## config.mk

```make
export PLATFORM = sky130hd
export DESIGN_NAME = regfile_write_arbiter_flat
export DESIGN_NICKNAME = d
export VERILOG_FILES = /design/src/rtl/regfile_write_arbiter_if.sv /design/src/rtl/regfile_write_arbiter.sv /design/src/flat_wrapper.sv
export SDC_FILE = /design/constraint.sdc
export NUM_CORES = 1
export LEC_CHECK = 0
export CORE_MARGIN = 2
export CORE_UTILIZATION = 30
export CTS_BUF_LIST = sky130_fd_sc_hd__clkbuf_2 sky130_fd_sc_hd__clkbuf_4 sky130_fd_sc_hd__clkbuf_8
export DETAILED_ROUTE_END_ITERATION = 7
export SYNTH_ARGS = -nofsm -noshare
export SYNTH_HDL_FRONTEND = slang
export SYNTH_SLANG_ARGS = --single-unit
```

## constraint.sdc

```tcl
create_clock -name clk -period 4.6 [get_ports clk]
set_input_delay 0.46 -clock clk [delete_from_list [all_inputs] [get_ports clk]]
set_output_delay 0.46 -clock clk [all_outputs]
set_load 0.03 [all_outputs]
```

## src/rtl/regfile_write_arbiter_if.sv

```systemverilog
// ---------------------------------------------------------------------------
// regfile_write_arbiter_if
// Bundles the two write requesters (pipeline writeback and debug/loader),
// their grants, and the register-file write port driven by the arbiter.
//   master : requester side (drives requests, observes grants, rf, initBusy)
//   slave  : arbiter side   (observes requests, drives grants, rf, initBusy)
// ---------------------------------------------------------------------------
interface regfile_write_arbiter_if;
  logic        wbReq;
  logic [4:0]  wbAddr;
  logic [31:0] wbData;
  logic        wbGrant;
  logic        dbgReq;
  logic [4:0]  dbgAddr;
  logic [31:0] dbgData;
  logic        dbgGrant;
  logic        rfWrite;
  logic [4:0]  rfAddr;
  logic [31:0] rfData;
  logic        initBusy;

  modport master (
    output wbReq, wbAddr, wbData, dbgReq, dbgAddr, dbgData,
    input  wbGrant, dbgGrant, rfWrite, rfAddr, rfData, initBusy
  );

  modport slave (
    input  wbReq, wbAddr, wbData, dbgReq, dbgAddr, dbgData,
    output wbGrant, dbgGrant, rfWrite, rfAddr, rfData, initBusy
  );
endinterface

```

## src/rtl/regfile_write_arbiter.sv

```systemverilog
// ---------------------------------------------------------------------------
// regfile_write_arbiter
// Arbitrates register-file writes between the pipeline writeback port and a
// debug/loader port, with an optional zero-fill sweep of all 32 registers
// after reset.
//   clk   : clock, all state updates on the rising edge
//   rst_n : asynchronous active-low reset
//   bus   : slave side of regfile_write_arbiter_if
//           requests/addr/data in, grants out (combinational),
//           rfWrite/rfAddr/rfData out (registered, one cycle after transfer),
//           initBusy out (high while the zero-fill sweep runs)
// Parameters:
//   INIT_ON_RESET : 1 = zero-fill all registers after reset
//   STARVE_LIMIT  : consecutive wb grants tolerated while dbg waits (1..15)
// ---------------------------------------------------------------------------
module regfile_write_arbiter #(
  parameter bit          INIT_ON_RESET = 1'b1,
  parameter int unsigned STARVE_LIMIT  = 4
) (
  input logic                     clk,
  input logic                     rst_n,
  regfile_write_arbiter_if.slave  bus
);

  typedef enum logic {ST_INIT, ST_RUN} state_t;

  localparam state_t     RESET_STATE = INIT_ON_RESET ? ST_INIT : ST_RUN;
  localparam logic [3:0] LIMIT       = 4'(STARVE_LIMIT);

  state_t      state;
  logic [4:0]  sweep;
  logic [3:0]  starve;
  logic        wb_grant;
  logic        dbg_grant;
  logic        rf_write;
  logic [4:0]  rf_addr;
  logic [31:0] rf_data;

  // Grants are decided in the same cycle as the request. dbg wins when wb is
  // idle or when it has already been passed over LIMIT times in a row.
  // Gating with rst_n keeps the grants low while reset is held, even in the
  // configuration that comes out of reset directly in RUN.
  always_comb begin
    // NOTE: defaults first so no path leaves a grant unassigned (no latch).
    wb_grant  = 1'b0;
    dbg_grant = 1'b0;
    if (rst_n && state == ST_RUN) begin
      if (bus.dbgReq && (starve == LIMIT || !bus.wbReq)) begin
        dbg_grant = 1'b1;
      end else if (bus.wbReq) begin
        wb_grant = 1'b1;
      end
    end
  end

  // NOTE: all state below uses non-blocking assignments so every register
  // samples pre-edge values regardless of statement order.
  always_ff @(posedge clk or negedge rst_n) begin
    if (!rst_n) begin
      state    <= RESET_STATE;
      sweep    <= '0;
      starve   <= '0;
      rf_write <= 1'b0;
      rf_addr  <= '0;
      rf_data  <= '0;
    end else begin
      // Starvation count: tracks wb grants that passed over a waiting dbg.
      if (dbg_grant || !bus.dbgReq) begin
        starve <= '0;
      end else if (wb_grant) begin
        starve <= starve + 4'd1;
      end

      case (state)
        ST_INIT: begin
          rf_write <= 1'b1;
          rf_addr  <= sweep;
          rf_data  <= '0;
          sweep    <= sweep + 5'd1;
          if (sweep == 5'd31) begin
            state <= ST_RUN;
          end
        end
        default: begin
          // r0 is hard-wired: the handshake completes but nothing is written.
          if (wb_grant) begin
            rf_write <= |bus.wbAddr;
            rf_addr  <= bus.wbAddr;
            rf_data  <= bus.wbData;
          end else if (dbg_grant) begin
            rf_write <= |bus.dbgAddr;
            rf_addr  <= bus.dbgAddr;
            rf_data  <= bus.dbgData;
          end else begin
            rf_write <= 1'b0;
          end
        end
      endcase
    end
  end

  assign bus.wbGrant  = wb_grant;
  assign bus.dbgGrant = dbg_grant;
  assign bus.rfWrite  = rf_write;
  assign bus.rfAddr   = rf_addr;
  assign bus.rfData   = rf_data;
  assign bus.initBusy = (state == ST_INIT);

endmodule

```

## src/flat_wrapper.sv

```systemverilog
// flat-port wrapper written by rule: the top's interface ports become plain ports
module regfile_write_arbiter_flat 
#(
  parameter bit          INIT_ON_RESET = 1'b1,
  parameter int unsigned STARVE_LIMIT  = 4
)
  (clk, rst_n, bus_wbReq, bus_wbAddr, bus_wbData, bus_dbgReq, bus_dbgAddr, bus_dbgData, bus_wbGrant, bus_dbgGrant, bus_rfWrite, bus_rfAddr, bus_rfData, bus_initBusy);
  regfile_write_arbiter_if bus_i ();
  input logic clk;
  input logic rst_n;
  input wire logic [$bits(bus_i.wbReq)-1:0] bus_wbReq;
  input wire logic [$bits(bus_i.wbAddr)-1:0] bus_wbAddr;
  input wire logic [$bits(bus_i.wbData)-1:0] bus_wbData;
  input wire logic [$bits(bus_i.dbgReq)-1:0] bus_dbgReq;
  input wire logic [$bits(bus_i.dbgAddr)-1:0] bus_dbgAddr;
  input wire logic [$bits(bus_i.dbgData)-1:0] bus_dbgData;
  output wire logic [$bits(bus_i.wbGrant)-1:0] bus_wbGrant;
  output wire logic [$bits(bus_i.dbgGrant)-1:0] bus_dbgGrant;
  output wire logic [$bits(bus_i.rfWrite)-1:0] bus_rfWrite;
  output wire logic [$bits(bus_i.rfAddr)-1:0] bus_rfAddr;
  output wire logic [$bits(bus_i.rfData)-1:0] bus_rfData;
  output wire logic [$bits(bus_i.initBusy)-1:0] bus_initBusy;
  assign bus_i.wbReq = bus_wbReq;
  assign bus_i.wbAddr = bus_wbAddr;
  assign bus_i.wbData = bus_wbData;
  assign bus_i.dbgReq = bus_dbgReq;
  assign bus_i.dbgAddr = bus_dbgAddr;
  assign bus_i.dbgData = bus_dbgData;
  assign bus_wbGrant = bus_i.wbGrant;
  assign bus_dbgGrant = bus_i.dbgGrant;
  assign bus_rfWrite = bus_i.rfWrite;
  assign bus_rfAddr = bus_i.rfAddr;
  assign bus_rfData = bus_i.rfData;
  assign bus_initBusy = bus_i.initBusy;
  regfile_write_arbiter #(.INIT_ON_RESET(INIT_ON_RESET), .STARVE_LIMIT(STARVE_LIMIT)) u_core (.clk(clk), .rst_n(rst_n), .bus(bus_i));
endmodule
```

==> flow_metrics.env <==
export IMPL_antenna_found_initial=0
export IMPL_grt_use_met2=0.2356
export IMPL_grt_pass1_vias=2049
export IMPL_place_ws_ns=1.795
export IMPL_ioPinCount=119
export IMPL_outcome="finished clean"
export IMPL_drtIter0Drc=37
export IMPL_critPathCaptureType="output pin"
export IMPL_die_h_um=93.39
export IMPL_max_clock_freq_ghz=0.3574
export IMPL_htree_levels=2
export IMPL_setup_slack_ns=1.802
export IMPL_post_cts_setup_buffer_count=0
export IMPL_netlist_area_um2=2397
export IMPL_holdWs_ns=0.1531
export IMPL_grt_use_met3=0.04593
export IMPL_p_sw_w=0.0003312
export IMPL_routed_via_density=4.600
export IMPL_num_vias=2047
export IMPL_fin_worst_skew_ns=0.005202
export IMPL_slew_violations=0
export IMPL_critPathMaxFanout=7
export IMPL_yosys_top_cells_area="dfrtp_1 50%, mux2i_1 14%, nand2_1 5.8%"
export IMPL_synth_flop_cell="dfrtp_1"
export IMPL_hold_viol=0
export IMPL_p_leak_nw=1.519
export IMPL_final_cell_mix="117 x clkdlybuf4s50_1, 48 x dfrtp_1, 37 x nand2_1, 34 x mux2i_1, 24 x o21ai_0"
export IMPL_fin_crit_ns=2.798
export IMPL_synth_seq_cells=48
export IMPL_use_met1=0.1833
export IMPL_drv_cap=0
export IMPL_rsz0062_at_grt="no"
export IMPL_async_reset_ff_frac=1.000
export IMPL_numCtsBuffers=5
export IMPL_final_common_cell="clkdlybuf4s50_1"
export IMPL_worstPathRequired_ns=4.14
export IMPL_clk_path_buf_depth=2
export IMPL_worstMarginPinSlew_ns=0.7688
export IMPL_vdd_ir_drop_max_mv=0.1404
export IMPL_dieArea_um2=8722
export IMPL_path_class="in -> out"
export IMPL_hold_buffers=0
export IMPL_min_period_over_period=0.6083
export IMPL_power_frac_comb=0.334
export IMPL_syn_inst=230
export IMPL_drive_above_1_share=0.04082
export IMPL_cts_tree="built"
export IMPL_setup_tns_ns=0
export IMPL_drc=0
export IMPL_wire_per_inst_um=13.83
export IMPL_synth_edf_count=0
export IMPL_coreArea_um2=7727
export IMPL_cts_clk_slew_worst_paths_ns=0.08
export IMPL_syn2layout_area_growth_pct=53.60
export IMPL_synthDominantCellAreaShare=0.5010
export IMPL_synth_top_family_by_area="simple AND/OR/NAND/NOR gates"
export IMPL_grt_max_degree=42
export IMPL_grt_pass1_wl_um=10020
export IMPL_synth_avg_cell_area_um2=10.42
export IMPL_dr_pass1_iters=4
export IMPL_cp_start_kind="input pin"
export IMPL_gr_usage_all_layers=0.1425
export IMPL_syn_num_nets=312
export IMPL_nNetsFinal=427
export IMPL_cts_resized_gates=0
export IMPL_ys_seq_area_frac=0.5010
export IMPL_setup_violations=0
export IMPL_dpl_hpwl_um=4636
export IMPL_ant_nets=0
export IMPL_synth_distinct_cells=33
export IMPL_clk_latency_ns=0.29
export IMPL_arrival_ns=2.34
export IMPL_power_density_nw_per_um2=289.7
export IMPL_synth_area_mux_share=0.1514
export IMPL_grt_remaining_overflow=0
export IMPL_rows=32
export IMPL_portBuffers=118
export IMPL_antennaDiodeCount=0
export IMPL_globalplace_congestion=0.7996
export IMPL_seqPwrFrac=0.458
export IMPL_die_w_um=93.39
export IMPL_maxSlewHeadroom=0.4875
export IMPL_grt_busiest_layer="met2"
export IMPL_internal_power_w=0.0007356
export IMPL_wl_um=6153
export IMPL_cts_root_buffer="clkbuf_8"
export IMPL_yosys_area_share_adder=0.02088
export IMPL_cts_sinks=48
export IMPL_initial_utilization=0.3102
export IMPL_p_clk_frac=0.207
export IMPL_hold_class="in -> async"
export IMPL_synth_compound_area_share=0.09864
export IMPL_synth_area_leader_cell="dfrtp_1"
export IMPL_switching_share=0.3104
export IMPL_synth_xor_area_frac=0.01827
export IMPL_yosys_warnings=0
export IMPL_yosys_area_share_simple=0.1581
power groups by stage:
stage | clock network [W] | logic (W) | registers [W]
2_1_floorplan | 0 | 0.0000852 | 0.000587
3_3_place_gp | 0 | 0.000360 | 0.000497
3_5_place_dp | 0 | 0.000363 | 0.000498
4_1_cts | 0.000234 | 0.000363 | 0.000490
5_1_grt | 0.000250 | 0.000385 | 0.000496
6_report | 0.000221 | 0.000357 | 0.000489
state kept, by name, indices dropped and copies added, names as in the netlist:
signal / cells
u_core.sweep: 5
u_core.bus.rfWrite: 1
u_core.bus.rfAddr: 5
u_core.bus.rfData: 32
u_core.starve: 4
u_core.state: 1
final cells by class:
type / instances / area, µm²
sequential: 48 / 1201
inverter: 3 / 11.26
clock buffer: 5 / 68.82
fill: 729 / 4045
multi-input combinational: 166 / 1075
tap: 102 / 127.6
timing repair buffer: 121 / 1199
cells by family (layout without fill, tap and decap cells):
| group | Yosys count | after routing |
|---|---|---|
| buf+inv | 16 | 129 |
| xor+xnor | 5 | 5 |
| fa+ha+maj | 4 | 4 |
| compound gates | 45 | 45 |
| mux | 36 | 36 |
| simple gates | 76 | 76 |
| flops | 48 | 48 |
final timing paths:
path	cells past startpoint	start	end	slack [ns]
setup / recovery	4	bus_dbgReq	bus_wbGrant	1.80
hold / removal	1	rst_n	u_core.bus.rfAddr[0]	0.15
setup reg to reg	6	u_core.starve[0]	u_core.bus.rfData[26]	2.41
hold reg to reg	2	u_core.bus.rfData[7]	u_core.bus.rfData[7]	0.48
max in group asynchronous	2	rst_n	u_core.bus.rfData[12]	3.67
min in group clk	2	u_core.bus.rfData[7]	u_core.bus.rfData[7]	0.48
cell usage after synthesis (2+ instances only):
cell type	instances
xnor2_1	5
clkbuf_1	8
mux2i_1	34
buf_12	3
nor4_1	4
dfrtp_1	48
nand2b_1	2
inv_1	3
o21ai_0	24
o21ai_1	14
or4_1	2
ha_1	4
or3_1	5
buf_6	2
a21oi_1	2
mux2_2	2
nand3_1	3
nor3_1	9
nor2_1	5
o211ai_1	2
nand2_1	37
through the flow:
step           utilization  cells   power, W  cell area, µm²
6_report            0.4765    445   0.001067            3682
5_1_grt             0.4765    445   0.001131            3682
4_1_cts             0.4765    445   0.001087            3682
3_5_place_dp        0.4676    440  0.0008608            3613
3_3_place_gp        0.4676    440  0.0008564            3613
2_1_floorplan            -    230  0.0006721            2397
critical path, cell delays in order:
cell and delay, ns:
clkdlybuf4s50_1 0.49, and4b_1 0.37, nor2_1 0.29, clkdlybuf4s50_1 0.73
routing by layer:
metal | part of all wire | up-vias
li1 | - | 1034
met1 | 0.43 | 942
met2 | 0.48 | 69
met3 | 0.084 | 2
met4 | 0.0031 | 0
met5 | 0 | -
Power figures use the tool's default switching activity.
